===== src/rtl/complex_div_seq.sv =====
// Sequential radix-2 restoring divider: quotient = (im << P_FRAC_W) / real, plus remainder.
// Optional round-half-away-from-zero in the final stage when COMPLEX_DIV_ROUND_EN is defined.
module complex_div_seq #(
  parameter int P_DATA_W = 32,
  parameter int P_FRAC_W = 8,
  parameter int P_SIGNED = 1
) (
  input  logic                clk_ir,
  input  logic                rst_il,
  input  logic [P_DATA_W-1:0] real_id,
  input  logic [P_DATA_W-1:0] im_id,
  input  logic                start_ip,
  output logic                rdy_od,
  output logic [P_DATA_W-1:0] res_q_od,
  output logic [P_DATA_W-1:0] res_r_od,
  output logic                res_valid_od,
  output logic                div_zero_od,
  output logic                ovrflw_od
);

  // state | meaning
  // IDLE  | ready, operands latched on start_ip
  // CALC  | one restoring step per clock, N clocks
  // DONE  | sign/saturation applied, outputs registered
  localparam int W  = P_DATA_W;
  localparam int N  = P_DATA_W + P_FRAC_W;
  localparam int CW = $clog2(N + 1);

  localparam logic [N:0]   ONE     = {{N{1'b0}}, 1'b1};
  localparam logic [N:0]   LIM_POS = (P_SIGNED != 0) ? (ONE << (W - 1)) - ONE : (ONE << W) - ONE;
  localparam logic [N:0]   LIM_NEG = ONE << (W - 1);
  localparam logic [W-1:0] SAT_MAX = (P_SIGNED != 0) ? {1'b0, {(W - 1){1'b1}}} : {W{1'b1}};
  localparam logic [W-1:0] SAT_MIN = {1'b1, {(W - 1){1'b0}}};

  typedef enum logic [1:0] {IDLE, CALC, DONE} state_t;

  state_t          state, state_nxt;
  logic [N-1:0]    dvd;
  logic [W-1:0]    rem;
  logic [W-1:0]    dvs;
  logic [CW-1:0]   cnt;
  logic            sign_n, sign_d, zero_d, zero_n;

  logic [W-1:0]    mag_im, mag_re;
  logic [N-1:0]    dvd_init;
  logic [W:0]      rem_sh, diff;
  logic [N:0]      qmag;
  logic [W-1:0]    q_fin, r_fin;
  logic            ovf_fin, neg;

  function automatic logic [W-1:0] mag(input logic [W-1:0] v);
    return ((P_SIGNED != 0) && v[W-1]) ? (~v + 1'b1) : v;
  endfunction

  assign mag_im   = mag(im_id);
  assign mag_re   = mag(real_id);
  assign dvd_init = N'(mag_im) << P_FRAC_W;
  assign rdy_od   = (state == IDLE);

  always_ff @(posedge clk_ir or negedge rst_il) begin
    if (!rst_il) state <= IDLE;
    else         state <= state_nxt;
  end

  always_comb begin
    state_nxt = state;
    case (state)
      IDLE:    if (start_ip) state_nxt = CALC;
      CALC:    if (cnt == '0) state_nxt = DONE;
      DONE:    state_nxt = IDLE;
      default: state_nxt = IDLE;
    endcase
  end

  // diff[W] is the borrow: set means the trial subtraction went negative
  always_comb begin
    rem_sh = {rem, dvd[N-1]};
    diff   = rem_sh - {1'b0, dvs};
  end

  always_comb begin
    qmag = {1'b0, dvd};
`ifdef COMPLEX_DIV_ROUND_EN
    if (!zero_d && ({rem, 1'b0} >= {1'b0, dvs})) qmag = qmag + ONE;
`endif
    neg     = sign_n ^ sign_d;
    q_fin   = qmag[W-1:0];
    r_fin   = sign_n ? (~rem + 1'b1) : rem;
    ovf_fin = 1'b0;
    if (zero_d) begin
      q_fin = zero_n ? '0 : (sign_n ? SAT_MIN : SAT_MAX);
      r_fin = '0;
    end else if (neg) begin
      if (qmag > LIM_NEG) begin
        q_fin   = SAT_MIN;
        ovf_fin = 1'b1;
      end else begin
        q_fin = ~qmag[W-1:0] + 1'b1;
      end
    end else if (qmag > LIM_POS) begin
      q_fin   = SAT_MAX;
      ovf_fin = 1'b1;
    end
  end

  always_ff @(posedge clk_ir or negedge rst_il) begin
    if (!rst_il) begin
      dvd          <= '0;
      rem          <= '0;
      dvs          <= '0;
      cnt          <= '0;
      sign_n       <= 1'b0;
      sign_d       <= 1'b0;
      zero_d       <= 1'b0;
      zero_n       <= 1'b0;
      res_q_od     <= '0;
      res_r_od     <= '0;
      res_valid_od <= 1'b0;
      div_zero_od  <= 1'b0;
      ovrflw_od    <= 1'b0;
    end else begin
      res_valid_od <= 1'b0;
      case (state)
        IDLE: if (start_ip) begin
          dvd    <= dvd_init;
          rem    <= '0;
          dvs    <= mag_re;
          cnt    <= CW'(N - 1);
          sign_n <= (P_SIGNED != 0) && im_id[W-1];
          sign_d <= (P_SIGNED != 0) && real_id[W-1];
          zero_d <= (real_id == '0);
          zero_n <= (im_id == '0);
        end
        CALC: begin
          rem <= diff[W] ? rem_sh[W-1:0] : diff[W-1:0];
          dvd <= {dvd[N-2:0], ~diff[W]};
          cnt <= cnt - 1'b1;
        end
        DONE: begin
          res_q_od     <= q_fin;
          res_r_od     <= r_fin;
          div_zero_od  <= zero_d;
          ovrflw_od    <= ovf_fin;
          res_valid_od <= 1'b1;
        end
        default: ;
      endcase
    end
  end

endmodule

===== config.mk =====
export PLATFORM = sky130hd
export DESIGN_NAME = complex_div_seq
export DESIGN_NICKNAME = d
export VERILOG_FILES = /design/src/rtl/complex_div_seq.sv
export SDC_FILE = /design/constraint.sdc
export NUM_CORES = 1
export LEC_CHECK = 0
export CAP_MARGIN = 20
export CORE_MARGIN = 5
export CORE_UTILIZATION = 30
export CTS_BUF_LIST = sky130_fd_sc_hd__clkbuf_4
export CTS_CLUSTER_DIAMETER = 80
export DETAILED_ROUTE_END_ITERATION = 8
export GPL_ROUTABILITY_DRIVEN = 0
export REMOVE_ABC_BUFFERS = 1
export SYNTH_ARGS = -nofsm -noshare
export SYNTH_HDL_FRONTEND = slang
export SYNTH_SLANG_ARGS = --single-unit

===== constraint.sdc =====
create_clock -name clk_ir -period 4.16 [get_ports clk_ir]
set_clock_uncertainty 0.05 [all_clocks]
set_input_delay 1.248 -clock clk_ir [delete_from_list [all_inputs] [get_ports clk_ir]]
set_output_delay 1.248 -clock clk_ir [all_outputs]
set_load 0.005 [all_outputs]

* Word-level counts from Yosys, hierarchy flattened
Index checks and enable logic that the tools add are counted.
Operators by class: bitwise operators 6, $lt $le $gt $ge 2, reduce and logical (&&, ||, !) cells 8, equality and inequality tests 4, add/sub/neg operators 6, mux-type cells 25
Operators by type and width (number):
- 32-bit 2-to-1 mux | 12
- 32-bit by 1-bit adder with 32-bit output (second input constant) | 4
- 32-bit inverter | 4
- 40-bit case mux with 2 select lines | 1
- 32-bit zero test | 2
- 32-bit case mux with 2 select lines | 1
- 40-bit by 31-bit > comparator with 1-bit output (second input constant) | 1
- 40-bit by 32-bit > comparator with 1-bit output (second input constant) | 1
- 40-bit 2-to-1 mux | 1
- 33-bit by 32-bit subtractor with 33-bit output | 1
- 6-bit case mux with 2 select lines | 1
- 6-bit zero test | 1
- 6-bit 2-to-1 mux | 1
- 2-bit AND reduction | 3
- 6-bit by 1-bit subtractor with 6-bit output (second input constant) | 1
- 1-bit 2-to-1 mux | 5
- 2-bit 2-to-1 mux | 2
- 2-bit inequality test (second input constant) | 2
- 2-bit case mux with 2 select lines | 1
- 2-bit by 1-bit == test with 1-bit output (second input constant) | 1
- 2-bit == test (second input constant) | 1
- 2-bit zero test | 1
- 2-bit nonzero test | 1
- 1-bit inverter | 1
- 1-bit bitwise XOR | 1
Word-level totals: output and inout bits 68, register bits after elaboration 183

* Logic depth before layout (Yosys ltp)
Gate-level depths: netlist of run 1.
depth after elaboration 5, gate-level depth with buffers 14, mapped depth without buffers 12

* Worst setup path before layout of run 1
OpenSTA, ideal clock, no wires.
path type input to register, start input im_id[6], end register dvd[35], slack 0.474 ns, arrival 3.505 ns, stages 9, data required time 3.979 ns, library setup time 0.131 ns, path buffers 0, path through or4_4 -> or4_4 -> inv_2 -> nand2_1 -> or2_1 -> or4_4 -> o41ai_4 -> xor2_1 -> o21ai_1
On the way: word-level cells in the longest chain between the ends 5
RTL lines:
- start, declared | RTL line 11 | input logic [P_DATA_W-1:0] im_id,
- 32-bit inverter | RTL line 52 | return ((P_SIGNED != 0) && v[W-1]) ? (~v + 1'b1) : v;
- 32-bit by 1-bit adder with 32-bit output | RTL line 52
- 32-bit 2-to-1 mux | RTL line 52
- 40-bit 2-to-1 mux | RTL line 124 | IDLE: if (start_ip) begin
- 40-bit case mux with 2 select lines | RTL line 123 | case (state)
- end signal, assigned | RTL line 125 | dvd <= dvd_init;
- end signal, assigned | RTL line 136 | dvd <= {dvd[N-2:0], ~diff[W]};
- end, declared | RTL line 38 | logic [N-1:0] dvd;
No other way between the ends. The select of a mux whose other input is x is not followed. A chain may end at the register's enable or synchronous reset.

* Final worst setup path of run 1
start register dvd[39], end register rem[0]
On the way: word-level cells in the longest chain between the ends 3
RTL lines:
- 33-bit by 32-bit subtractor with 33-bit output | RTL line 78 | diff = rem_sh - {1'b0, dvs};
- 32-bit 2-to-1 mux * | RTL line 135 | rem <= diff[W] ? rem_sh[W-1:0] : diff[W-1:0];
- 32-bit case mux with 2 select lines * | RTL line 123
- end signal, assigned | RTL line 135
- end, declared | RTL line 39 | logic [W-1:0] rem;
Mark *: on every way between the ends. The rest lies on a longest branch, timed or not.

==> results of run 1 <==
-- registers in the layout, summed over array words and instances, names as in the netlist, 2 cells and up --
name	flops
state	2
res_r_od	32
dvs	32
cnt	6
res_q_od	32
rem	32
dvd	40
-- power by group through the flow --
stage	logic (mW)	registers, mW	clock network, mW
after floorplan	4.67	2.98	0
after detailed placement	6.46	3.21	0
after global placement	6.33	3.17	0
after CTS	6.47	3.16	0.939
after global routing	7.34	3.29	1.00
final	6.47	3.18	0.907
-- area by class of cell --
class,instances,area (µm²)
Tap cell,525,656.9
Sequential cell,183,4579
Fill cell,4121,25240
Timing Repair Buffer,189,1793
Inverter,49,183.9
Clock inverter,13,100.1
Clock buffer,18,135.1
Antenna cell,1,2.502
Multi-Input combinational cell,1094,6945
-- kinds of logic (layout without fill, tap and decap cells) --
group / Yosys count / in the layout
AOI/OAI and AO/OA: 451 / 451
DFF: 183 / 183
adders and majority gates: 39 / 39
buffers and inverters: 136 / 269
other: 0 / 1
muxes: 30 / 30
and+or+nand+nor: 454 / 454
xor gates and xnor gates: 120 / 120
-- worst max path at each step --
stage	from	to	slack, ps	depth (start not counted)
floorplan	dvd[39]$_DFFE_PN0P_	rem[0]$_DFFE_PN0P_	-1760	11
global placement	im_id[6]	dvd[35]$_DFFE_PN0P_	-120	10
detailed placement	im_id[6]	dvd[35]$_DFFE_PN0P_	-130	10
CTS	dvd[39]$_DFFE_PN0P_	rem[0]$_DFFE_PN0P_	400	12
global route	dvd[39]$_DFFE_PN0P_	rem[0]$_DFFE_PN0P_	140	12
finish	dvd[39]$_DFFE_PN0P_	rem[0]$_DFFE_PN0P_	380	12
-- through the flow --
stage	util [%]	instances	setup WS (ps)
6_report	36.32	2072	378.3
5_1_grt	36.32	2072	143.0
4_1_cts	36.31	2071	397.2
3_5_place_dp	35.72	2040	-127.5
3_3_place_gp	35.72	2040	-116.4
2_1_floorplan	-	1326	-1762
-- placed cells by master, fill, tap and decap left out, types with 5 or more instances in the layout --
| master | synthesis | final |
|---|---|---|
| clkbuf_4 | 0 | 18 |
| ha_1 | 38 | 38 |
| clkdlybuf4s50_1 | 0 | 133 |
| a31oi_1 | 6 | 6 |
| a221o_1 | 9 | 9 |
| or3_1 | 17 | 17 |
| a21o_1 | 11 | 11 |
| dfrtp_1 | 183 | 183 |
| nor2b_1 | 12 | 11 |
| and2_1 | 5 | 5 |
| nand3_1 | 55 | 55 |
| a21oi_1 | 67 | 67 |
| and3_1 | 6 | 6 |
| nor3_1 | 37 | 36 |
| xor2_1 | 98 | 98 |
| nand2_1 | 176 | 175 |
| o211ai_1 | 7 | 7 |
| nand4_1 | 12 | 12 |
| a211oi_1 | 5 | 5 |
| buf_4 | 1 | 52 |
| o21ai_1 | 12 | 12 |
| mux2i_1 | 27 | 27 |
| o311ai_1 | 8 | 8 |
| nand2b_1 | 15 | 13 |
| o21ai_0 | 205 | 205 |
| clkinvlp_4 | 0 | 5 |
| xnor2_1 | 22 | 22 |
| a221oi_1 | 14 | 13 |
| o31ai_1 | 33 | 33 |
| nor2_1 | 57 | 56 |
| o41ai_1 | 11 | 11 |
| a22oi_1 | 30 | 30 |
| inv_1 | 48 | 48 |
| nor4_1 | 13 | 13 |
| or4_1 | 15 | 15 |
-- metal layers --
metal  track usage, %  up-vias
met2            27.78      257
met1            21.74     5218
met5                0        -
met3            2.262       37
met4            3.555        0
li1                 -     5389
-- critical path, delay by kind of cell (launching register included) --
kind                       cells  cell delay (ps)
AOI/OAI and AO/OA              6             1700
adders and majority gates      2              630
buffers and inverters          2              380
DFF                            1              380
muxes                          1              360
and+or+nand+nor                1              190
==> flow_summary.yaml, run 1 <==
logic_synthesis:
  synth_top_family_by_area: "compound AO/OA/AOI/OAI gates"
  synth_edf_count: 0
  yosys.area.top_type_share_pct: 38.15
  synth.area.top_cells: "dfrtp_1, o21ai_0, xor2_1"
  synth_cell_types: 76
  yosys_warnings: 0
  synth_fa_ha_area_share_pct: 4.128
  ys.flop_type: "dfrtp_1"
  seq_area_frac_synth_pct: 38.15
  avgSynthCellArea_um2: 8.495
  synth_compound_area_share_pct: 23.29
  synth.most_common_cell: "o21ai_0"
  syn-cell-area_um2: 12000
  postSynthCellCount: 1413
  synth.area.mux_share_pct: 2.533
  netlist_top_cells_count: "o21ai_0, dfrtp_1, nand2_1, xor2_1, clkbuf_1"
  synth_area_leader_cell: "dfrtp_1"
  synthSimpleGateAreaFrac_pct: 18.78
  synth_xor_xnor_area_share_pct: 8.755
  ys_ff_latch: 183
  async_flop_share_pct: 100.0
floorplanning:
  pin_count: 135
  coreArea_um2: 39640
  die-area_um2: 44110
  dieWidth_um: 210.0
  start_util_pct: 30.28
  die_h_um: 210.0
  fp-row-count: 73
clock_tree:
  htreeDepth: 4
  cts_hold_buf: 0
  cts.path.max_buffers: 2
  cts_buffers: 17
  clock_sinks: 183
  cts.reportedPaths.clkPinSlew_ps: 160
  cts_tree: "built"
  cts_resized: 0
  cts_root_buffer: "clkbuf_4"
  insertion_delay_ps: 590
  cts_setup_buffers: 0
power_and_ir_drop:
  p_switching_mw: 5.193
  power.leakage_nw: 5.815
  seqPwrFrac_pct: 30.1
  intPower_mw: 5.361
  comb_power_share_pct: 61.3
  switching_share_pct: 49.20
  p_per_area_nw_per_um2: 733.1
  ir_drop_uv: 483.6
  total_power_mw: 10.55
  clkPwrFrac_pct: 8.6
timing:
  grt_setup_unrepaired: "no"
  min_period_ps: 3782
  max_freq_mhz: 264.4
  hold_viol: 0
  finalMaxSlewViolations: 0
  fin_tns_setup_ps: 0
  fin_crit_sh_pct: 90.91
  tightestPinTransition_ps: 752.4
  setup_viol: 0
  max_slew_margin_pct: 49.68
  whs_ps: 443.7
route:
  wl_met2_um: 17560
  viasPerCell: 5.261
  drt-initial-drc-count: 660
  met1Wirelength_um: 16260
  wl_met3_um: 1570
  vias: 10900
  drt-total-wl_um: 35950
  ant_nets: 0
  top_layer_used: "met4"
  wire_per_inst_um: 17.35
  drc: 0
  dr.pass1.iters: 5
worst_setup_path:
  reg2reg_setup_slack_ps: 380
  rr_worst_depth: 12
  r2r-end: "rem[0]$_DFFE_PN0P_"
  worst_setup_path_end_kind: "flip-flop"
  crit_path_top_delay_cell: "o21ai_0"
  r2r_start: "dvd[39]$_DFFE_PN0P_"
  cp_data_arrival_time_ps: 4250
  crit_path_frequent_cell: "o21ai_0"
  slowest_delay_ps: 450
  crit_chain: "inv_1 -> ha_1 -> fa_1 -> nand2b_1 -> a21oi_1 -> o21ai_0 -> o21ai_0 -> o311ai_0 -> a221oi_4 -> buf_12 -> mux2_2 -> o21ai_0"
  cp-start-kind: "flip-flop"
  path_max_fanout: 37
  required_ps: 4630
  crit_type: "flip-flop to flip-flop"
cells_and_area:
  design_area_um2: 14400
  drive_gt1_share_pct: 7.439
  syn_to_final_growth_pct: 19.93
  fin_nets: 1640
global_route:
  antenna_found_initial: 1
  grt_max_degree: 81
  grt_pass1_wl_um: 58650
  gr-total-overflow: 0
  grt_pass1_vias: 10780
  gr-usage-all-layers_pct: 16.14
status:
  status: "completed"
min_path:
  worstHoldStart: "cnt[5]$_DFFE_PN0P_"
  hp-class: "flip-flop to flip-flop"
  min_to: "cnt[5]$_DFFE_PN0P_"
  hold_depth: 1
placed_design:
  io_buffers: 134
  dp_hpwl_um: 27370
  dpl_cell_area_um2: 14160
flow_run:
  timing.max_cap.violations: 0
Note: power is estimated with default switching activity, not from simulation.
==> run 2, diff against run 1 <==
--- a/config.mk
+++ b/config.mk
@@ -6,12 +6,15 @@
 export NUM_CORES = 1
 export LEC_CHECK = 0
 export CAP_MARGIN = 20
+export CELL_PAD_IN_SITES_DETAIL_PLACEMENT = 1
+export CELL_PAD_IN_SITES_GLOBAL_PLACEMENT = 1
 export CORE_MARGIN = 5
 export CORE_UTILIZATION = 30
 export CTS_BUF_LIST = sky130_fd_sc_hd__clkbuf_4
 export CTS_CLUSTER_DIAMETER = 80
 export DETAILED_ROUTE_END_ITERATION = 8
 export GPL_ROUTABILITY_DRIVEN = 0
+export PLACE_DENSITY_LB_ADDON = 0.1
 export REMOVE_ABC_BUFFERS = 1
 export SYNTH_ARGS = -nofsm -noshare
 export SYNTH_HDL_FRONTEND = slang
==> flow_summary.yaml, run 2 (same netlist as run 1, synthesis figures left out) <==
cells_and_area:
  fin_nets: 1640
  drive_gt1_share_pct: 7.434
  final_common_cell: "o21ai_0"
  largest_register: "dvd"
  fin_cells: 2073
  syn_to_final_growth_pct: 20.61
  largest_reg_flops: 40
  final_cell_mix: "o21ai_0, dfrtp_1, nand2_1"
min_path:
  hold_depth: 1
  min_to: "cnt[5]$_DFFE_PN0P_"
  worstHoldStart: "cnt[5]$_DFFE_PN0P_"
  hp-class: "flip-flop to flip-flop"
timing:
  hold_viol: 0
  fin_crit_sh_pct: 88.83
  setup_viol: 0
  finalMaxSlewViolations: 0
  min_period_ps: 3695
  max_freq_mhz: 270.6
  fin_tns_setup_ps: 0
  fin_ws_ps: 464.7
  grt_setup_unrepaired: "no"
  max_slew_margin_pct: 37.20
  tightestPinTransition_ps: 942.0
power_and_ir_drop:
  ir_drop_uv: 338.6
  p_per_area_nw_per_um2: 758.7
  power.leakage_nw: 5.858
status:
  status: "completed"
global_route:
  grt_pass1_vias: 11630
  gr-total-overflow: 0
  grt_max_degree: 72
  gr-usage-all-layers_pct: 18.57
  antenna_found_initial: 1
  grt_pass1_wl_um: 66540
worst_setup_path:
  required_ps: 4640
  crit_type: "flip-flop to flip-flop"
  r2r-end: "rem[0]$_DFFE_PN0P_"
  rr_worst_depth: 12
  path_max_fanout: 27
  reg2reg_setup_slack_ps: 460
  cp_data_arrival_time_ps: 4180
  slowest_delay_ps: 390
  worst_setup_path_end_kind: "flip-flop"
  cp-start-kind: "flip-flop"
  crit_path_top_delay_cell: "fa_1"
  crit_chain: "inv_1 -> ha_1 -> fa_1 -> nand2b_1 -> a21oi_1 -> o21ai_0 -> o21ai_1 -> o311ai_0 -> a221oi_4 -> buf_12 -> mux2_2 -> o21ai_0"
  r2r_start: "dvd[39]$_DFFE_PN0P_"
  crit_path_frequent_cell: "o21ai_0"
floorplanning:
  pin_count: 135
  die_h_um: 210.0
  fp-row-count: 73
  dieWidth_um: 210.0
  coreArea_um2: 39640
  start_util_pct: 30.28
  die-area_um2: 44110
route:
  drt-total-wl_um: 40440
  ant_nets: 0
  wire_per_inst_um: 19.51
  dr.pass1.iters: 4
  drc: 0
  viasPerCell: 5.321
  vias: 11030
  drt-initial-drc-count: 505
clock_tree:
  clock_sinks: 183
  cts_root_buffer: "clkbuf_4"
  cts_buffers: 17
  cts.reportedPaths.clkPinSlew_ps: 160
  cts_tree: "built"
  cts.path.max_buffers: 2
  htreeDepth: 4
  insertion_delay_ps: 620
  cts_setup_buffers: 0
placed_design:
  io_buffers: 134
  dp_hpwl_um: 30030
  dp_slack_ps: -190.9
  dp_cells: 2040
flow_run:
  timing.max_cap.violations: 0
## run 2: changes by cell type in the layout (fill, tap and decap cells not counted), moves of 2 or more
cell	delta
clkinv_1	+2
clkinv_2	-2
bufinv_16	+2
clkinvlp_4	-3
## run 2: cell type report
cell class | instances | area, µm²
clock buffer | 17 | 127.6
timing repair buffer | 189 | 1808
inverter | 49 | 183.9
fill | 4693 | 25160
multi-input combinational | 1094 | 6948
sequential | 183 | 4579
tap | 525 | 656.9
clock inverter | 15 | 171.4
antenna | 1 | 2.502
## run 2: metal layers
metal	vias up	GRT usage (%)	share of wire, %
met4	0	4.590	1.6
met1	5498	26.29	49
met5	-	0	0
li1	5366	-	-
met3	34	1.935	2.1
met2	133	30.68	47
## run 2: through the flow
stage	utilization [%]	hold WS (ps)	area [µm²]	power (mW)
3_5_place_dp	35.76	419.1	14180	9.939
5_1_grt	36.52	468.7	14480	12.14
2_1_floorplan	-	391.3	11660	7.648
4_1_cts	36.52	445.2	14480	11.10
6_report	36.52	441.9	14480	10.98
3_3_place_gp	35.76	412.8	14180	9.818
## run 2: how the worst max path moves through the flow
stage                   startpoint                   to  depth (start not counted)
2_1_floorplan  dvd[39]$_DFFE_PN0P_   rem[0]$_DFFE_PN0P_                         11
3_5_place_dp            real_id[9]  dvs[30]$_DFFE_PN0P_                          9
5_1_grt        dvd[39]$_DFFE_PN0P_   rem[0]$_DFFE_PN0P_                         12
3_3_place_gp            real_id[9]  dvs[30]$_DFFE_PN0P_                          9
4_1_cts        dvd[39]$_DFFE_PN0P_   rem[0]$_DFFE_PN0P_                         12
6_report       dvd[39]$_DFFE_PN0P_   rem[0]$_DFFE_PN0P_                         12
## run 2: what timing repair did
item | 4_1_cts | 5_1_grt
hold buffers | 0 | 0
endpoints found under the setup margin | 0 | 1
resized for setup | 0 | 1
## run 2: worst max-delay path: cells and delay by family, from the launching register on
kind                       cells  cell delay [ps]
DFF                            1              380
and+or+nand+nor                1              220
buffers and inverters          2              330
muxes                          1              360
adders and majority gates      2              630
AOI/OAI and AO/OA              6             1610
## run 2: where the power goes
part	switching (mW)	internal, mW
clock	0.714	0.372
combinational	3.97	2.75
sequential	0.782	2.40
total	5.46	5.52
